$ cat src/rtl/cla_nibble_serial_adder.sv
// Nibble-serial adder: one four_bit_CLA_adder pass per clock, with the carry registered between nibbles.
// Optional macro CLA_SERIAL_OVF_EN adds the out_ovf signed-overflow output.

module four_bit_CLA_adder (
    input  logic [3:0] a,
    input  logic [3:0] b,
    input  logic       c0,
    output logic [3:0] sum,
    output logic       c4
);
    logic [3:0] w_g;
    logic [3:0] w_p;
    logic [4:0] w_c;

    assign w_g = a & b;
    assign w_p = a ^ b;

    // Each carry is formed directly from generate/propagate terms, without rippling.
    assign w_c[0] = c0;
    assign w_c[1] = w_g[0] | (w_p[0] & c0);
    assign w_c[2] = w_g[1] | (w_p[1] & w_g[0]) | (w_p[1] & w_p[0] & c0);
    assign w_c[3] = w_g[2] | (w_p[2] & w_g[1]) | (w_p[2] & w_p[1] & w_g[0])
                  | (w_p[2] & w_p[1] & w_p[0] & c0);
    assign w_c[4] = w_g[3] | (w_p[3] & w_g[2]) | (w_p[3] & w_p[2] & w_g[1])
                  | (w_p[3] & w_p[2] & w_p[1] & w_g[0])
                  | (w_p[3] & w_p[2] & w_p[1] & w_p[0] & c0);

    assign sum = w_p ^ w_c[3:0];
    assign c4  = w_c[4];
endmodule

module cla_nibble_serial_adder #(
    parameter int WIDTH = 16
) (
    input  logic             clk,
    input  logic             rst_n,
    input  logic             in_valid,
    output logic             in_ready,
    input  logic [WIDTH-1:0] in_a,
    input  logic [WIDTH-1:0] in_b,
    input  logic             in_cin,
    output logic             out_valid,
    input  logic             out_ready,
    output logic [WIDTH-1:0] out_sum,
    output logic             out_cout,
`ifdef CLA_SERIAL_OVF_EN
    output logic             out_ovf,
`endif
    output logic             busy
);
    localparam int NIBBLES = WIDTH / 4;
    localparam int IDXW    = (NIBBLES > 1) ? $clog2(NIBBLES) : 1;
    localparam logic [IDXW-1:0] LAST_IDX = IDXW'(NIBBLES - 1);

    typedef enum logic [1:0] {S_IDLE, S_RUN, S_DONE} state_t;

    state_t           r_state;
    logic [IDXW-1:0]  r_idx;
    logic             r_carry;
    logic [WIDTH-1:0] r_a;
    logic [WIDTH-1:0] r_b;
    logic [WIDTH-1:0] r_result;
    logic [WIDTH-1:0] r_out_sum;
    logic             r_out_cout;
    logic             r_out_valid;
    logic             r_in_ready;
    logic             r_busy;
`ifdef CLA_SERIAL_OVF_EN
    logic             r_out_ovf;
`endif

    logic [IDXW+1:0]  w_base;
    logic [3:0]       w_a_nib;
    logic [3:0]       w_b_nib;
    logic [3:0]       w_sum;
    logic             w_c4;
    logic [WIDTH-1:0] w_result_next;

    assign w_base  = {r_idx, 2'b00};
    assign w_a_nib = r_a[w_base +: 4];
    assign w_b_nib = r_b[w_base +: 4];

    four_bit_CLA_adder u_cla (
        .a   (w_a_nib),
        .b   (w_b_nib),
        .c0  (r_carry),
        .sum (w_sum),
        .c4  (w_c4)
    );

    // Result with the current nibble merged in, so the final edge can publish it directly.
    always_comb begin
        w_result_next = r_result;
        w_result_next[w_base +: 4] = w_sum;
    end

    always_ff @(posedge clk or negedge rst_n) begin
        if (!rst_n) begin
            r_state     <= S_IDLE;
            r_idx       <= '0;
            r_carry     <= 1'b0;
            r_a         <= '0;
            r_b         <= '0;
            r_result    <= '0;
            r_out_sum   <= '0;
            r_out_cout  <= 1'b0;
            r_out_valid <= 1'b0;
            r_in_ready  <= 1'b1;
            r_busy      <= 1'b0;
`ifdef CLA_SERIAL_OVF_EN
            r_out_ovf   <= 1'b0;
`endif
        end else begin
            case (r_state)
                S_IDLE: begin
                    if (in_valid && r_in_ready) begin
                        r_a        <= in_a;
                        r_b        <= in_b;
                        r_carry    <= in_cin;
                        r_idx      <= '0;
                        r_result   <= '0;
                        r_state    <= S_RUN;
                        r_in_ready <= 1'b0;
                        r_busy     <= 1'b1;
                    end
                end
                S_RUN: begin
                    r_result <= w_result_next;
                    r_carry  <= w_c4;
                    if (r_idx == LAST_IDX) begin
                        r_idx       <= '0;
                        r_state     <= S_DONE;
                        r_out_sum   <= w_result_next;
                        r_out_cout  <= w_c4;
                        r_out_valid <= 1'b1;
`ifdef CLA_SERIAL_OVF_EN
                        r_out_ovf   <= r_a[WIDTH-1] ^ r_b[WIDTH-1] ^ w_sum[3] ^ w_c4;
`endif
                    end else begin
                        r_idx <= r_idx + IDXW'(1);
                    end
                end
                S_DONE: begin
                    if (out_ready) begin
                        r_state     <= S_IDLE;
                        r_out_valid <= 1'b0;
                        r_busy      <= 1'b0;
                        r_in_ready  <= 1'b1;
                    end
                end
                default: begin
                    r_state     <= S_IDLE;
                    r_out_valid <= 1'b0;
                    r_busy      <= 1'b0;
                    r_in_ready  <= 1'b1;
                end
            endcase
        end
    end

    assign in_ready  = r_in_ready;
    assign out_valid = r_out_valid;
    assign out_sum   = r_out_sum;
    assign out_cout  = r_out_cout;
    assign busy      = r_busy;
`ifdef CLA_SERIAL_OVF_EN
    assign out_ovf   = r_out_ovf;
`endif
endmodule
$ cat config.mk
export PLATFORM = sky130hd
export DESIGN_NAME = cla_nibble_serial_adder
export DESIGN_NICKNAME = d
export VERILOG_FILES = /design/src/rtl/cla_nibble_serial_adder.sv
export SDC_FILE = /design/constraint.sdc
export NUM_CORES = 1
export LEC_CHECK = 0
export ABC_AREA = 1
export BUFFER_PORTS_ARGS = -buffer_cell sky130_fd_sc_hd__buf_2
export CORE_MARGIN = 2
export CORE_UTILIZATION = 51
export DETAILED_ROUTE_END_ITERATION = 12
export PLACE_DENSITY = 0.83
export SYNTH_ARGS = -nofsm -noshare
export SYNTH_HDL_FRONTEND = slang
export SYNTH_SLANG_ARGS = --single-unit
$ cat constraint.sdc
create_clock -name clk -period 2.5 [get_ports clk]
set_clock_uncertainty 0.2 [all_clocks]
set_input_delay 0.375 -clock clk [delete_from_list [all_inputs] [get_ports clk]]
set_output_delay 0.375 -clock clk [all_outputs]
set_load 0.02 [all_outputs]
==> results.sh <==
export IMPL_status="finished clean"
export IMPL_synth_distinct_cells=33
export IMPL_antenna_left=0
export IMPL_dp_hpwl_um=5520
export IMPL_rows=30
export IMPL_nFillCells=534
export IMPL_path_common_cell="nand2_1"
export IMPL_initial_core_util_pct=52.2
export IMPL_final_cell_area_sq_um=4460
export IMPL_tightest_slew_ns=0.543
export IMPL_hp_class="in2reg"
export IMPL_first_pass_iters=4
export IMPL_p_sw_mw=2.85
export IMPL_first_iter_violations=303
export IMPL_relSlewSlack_pct=63.8
export IMPL_grt_pass1_vias=3229
export IMPL_postSynthAreaPerCell_sq_um=8.11
export IMPL_hold_depth=3
export IMPL_cp_arrival_ns=2.58
export IMPL_die_w_um=86.9
export IMPL_vias=3141
export IMPL_clock_latency_ns=0.36
export IMPL_synth_warning_count=0
export IMPL_ff_latch_area_sq_um=1830
export IMPL_cts_sinks=73
export IMPL_finalSetupTns_ns=0
export IMPL_worstHoldStart="in_a[0]"
export IMPL_p_sw_share_pct=44.1
export IMPL_startpoint="r_idx[0]"
export IMPL_final_common_cell="nand2_1"
export IMPL_seqPwrFrac_pct=30.7
export IMPL_cts_buffer_depth=2
export IMPL_pwr_share_clk_pct=17.8
export IMPL_syn_nets=481
export IMPL_period_needed_ns=2.47
export IMPL_irDropWorstVdd_mv=0.677
export IMPL_clkSlewWorstSetupHoldPaths_ns=0.08
export IMPL_n_antenna_cell=0
export IMPL_layout_drive_gt1_share_pct=23.6
export IMPL_stdcell_count=602
export IMPL_overflow=0
export IMPL_p_per_area_nw_per_um2=1450
export IMPL_fmax_ghz=0.405
export IMPL_hold_viol_final=0
export IMPL_rsz0062_at_grt="true"
export IMPL_final_cell_mix="nand2_1, dfrtp_1, buf_2"
export IMPL_core_sq_um=6720
export IMPL_r2r_start="r_idx[0]"
export IMPL_wl_per_cell_um=13.9
export IMPL_drv_cap=0
export IMPL_vias_per_cell=5.22
export IMPL_synth_area_sq_um=3500
export IMPL_synth_top_flop_cell="dfrtp_1"
export IMPL_synth_edf_count=0
export IMPL_placed_cell_area_sq_um=3880
export IMPL_die_h_um=86.9
export IMPL_end_kind="flop"
export IMPL_areaGrowthSynthToFinish_pct=27.2
export IMPL_critical_path_slowest_cell="dfrtp_1"
export IMPL_multi_input_area_sq_um=1590
export IMPL_reg2reg_to="r_result[6]"
export IMPL_synthCells=432
export IMPL_worst_path_max_fanout=8
export IMPL_numCtsBuffers=9
export IMPL_setup_viol=0
export IMPL_post_place_cells=563
export IMPL_routed_wl_um=8350
export IMPL_cp_required_ns=2.61
export IMPL_leakagePower_nw=2.39
export IMPL_start_kind="flop"
export IMPL_numPortBuffers=56
export IMPL_reg2reg_setup_slack_ns=0.03
export IMPL_slew_viol_final=0
export IMPL_grt_max_degree=37
export IMPL_worst_slack_ns=0.0336
export IMPL_p_total_mw=6.46
export IMPL_max_stage_delay_ns=0.43
export IMPL_async_reset_ff_share_pct=100
export IMPL_fin_crit_sh_pct=98.7
export IMPL_htreeDepth=3
export IMPL_combPwrFrac_pct=51.5
export IMPL_die_area_sq_um=7550
export IMPL_gp_congestion=0.938
export IMPL_crit_chain="clkinvlp_4 -> buf_6 -> o21ai_0 -> o22ai_1 -> ha_2 -> a21oi_2 -> nand3_1 -> nand2_2 -> nand3_2 -> o21ai_2 -> nand2_1 -> nand2_1"
export IMPL_ctsRootBufferMaster="clkbuf_8"
export IMPL_pre_cts_ws_ns=0.0221
export IMPL_cts_tree="done"
export IMPL_ys_ff_latch=73
export IMPL_hold_path_end="r_a[0]"
export IMPL_track_usage_pct=23.9
export IMPL_antenna_found_initial=0
export IMPL_fin_nets=566
export IMPL_intPower_mw=3.61
export IMPL_ys_seq_area_share_pct=52.2
export IMPL_critical_path_class="reg2reg"
export IMPL_rr_worst_depth=12
export IMPL_pin_count=57
export IMPL_drc=0
export IMPL_grt_pass1_wl_um=14100
-- power by group through the flow --
stage / Sequential (mW) / Combinational, mW / Clock [mW]
after floorplan: 2.05 / 1.90 / 0
after global placement: 1.96 / 2.60 / 0
after detailed placement: 1.98 / 2.71 / 0
after CTS: 1.97 / 2.79 / 1.16
after global routing: 2.03 / 3.73 / 1.21
final: 1.99 / 3.33 / 1.15
-- metrics by stage --
stage	utilization, %	hold WS [ns]
4_1_cts	64.2	0.0000644
5_1_grt	66.4	0.0164
2_1_floorplan	-	-0.121
3_5_place_dp	57.7	0.187
6_report	66.4	0.00503
3_3_place_gp	57.7	0.181
-- metal layers --
metal  part of all wire [%]  track usage (%)  wire [um]  up-vias
li1                       -                -          -     1532
met1                     42             29.0       3540     1486
met2                     50             41.0       4160      104
met3                    5.6             5.31        470       19
met4                    2.2             10.1        183        0
met5                      0                0          0        -
-- synthesized netlist by cell type (all sizes together) (2+ instances only) --
cell | count | area share, %
buf | 11 | 2.0
nand2 | 212 | 23
nor2 | 24 | 2.9
nand4 | 3 | 0.54
inv | 27 | 2.9
o22ai | 14 | 2.5
nor3 | 2 | 0.61
dfrtp | 72 | 51
o21ai | 31 | 4.4
ha | 11 | 3.9
nand3 | 11 | 1.9
clkbuf | 2 | 0.21
or2 | 2 | 0.36
clkinv | 2 | 0.21
-- kinds of logic after synthesis --
logic type      share of synthesized area [%]
compound gates                           7.75
flops                                    52.2
simple gates                             30.0
xor+xnor                                0.250
fa+ha+maj                                4.50
buf+inv                                  5.32
-- repair_timing --
item	4_1_cts	5_1_grt
hold buffers	16	0
resized for setup	3	31
hold endpoints to repair	35	0
endpoints found under the setup margin	4	34
pin swaps	0	8
buffers inserted	3	4
-- critical path, delay by kind of cell, from the launching register on --
| family | cells | cell delay, ns |
|---|---|---|
| compound gates | 4 | 0.62 |
| fa+ha+maj | 1 | 0.34 |
| buf+inv | 2 | 0.29 |
| flops | 1 | 0.43 |
| simple gates | 5 | 0.52 |
-- sequential cells by signal, indices dropped and copies added, names as in the netlist --
signal,count
busy,1
in_ready,1
out_cout,1
out_sum,16
out_valid,1
r_a,16
r_b,16
r_carry,1
r_idx,2
r_result,16
r_state,2
-- area by class of cell --
class / count / area share [%]
clock buffer: 9 / 2.78
clock inverter: 7 / 2.81
inverter: 29 / 2.55
multi-input combinational: 317 / 35.6
sequential: 73 / 41.0
tap: 80 / 2.25
timing repair buffer: 87 / 12.9
-- worst max path at each step --
stage                    to  slack (ns)  cells past startpoint
6_report        r_result[6]        0.03                     12
5_1_grt         r_result[6]       -0.15                     11
4_1_cts         r_result[7]       0.007                     14
3_5_place_dp   r_result[13]        0.02                      9
3_3_place_gp   r_result[13]        0.08                      9
2_1_floorplan   r_result[4]        0.09                     12
(Power assumes the default switching activity.)
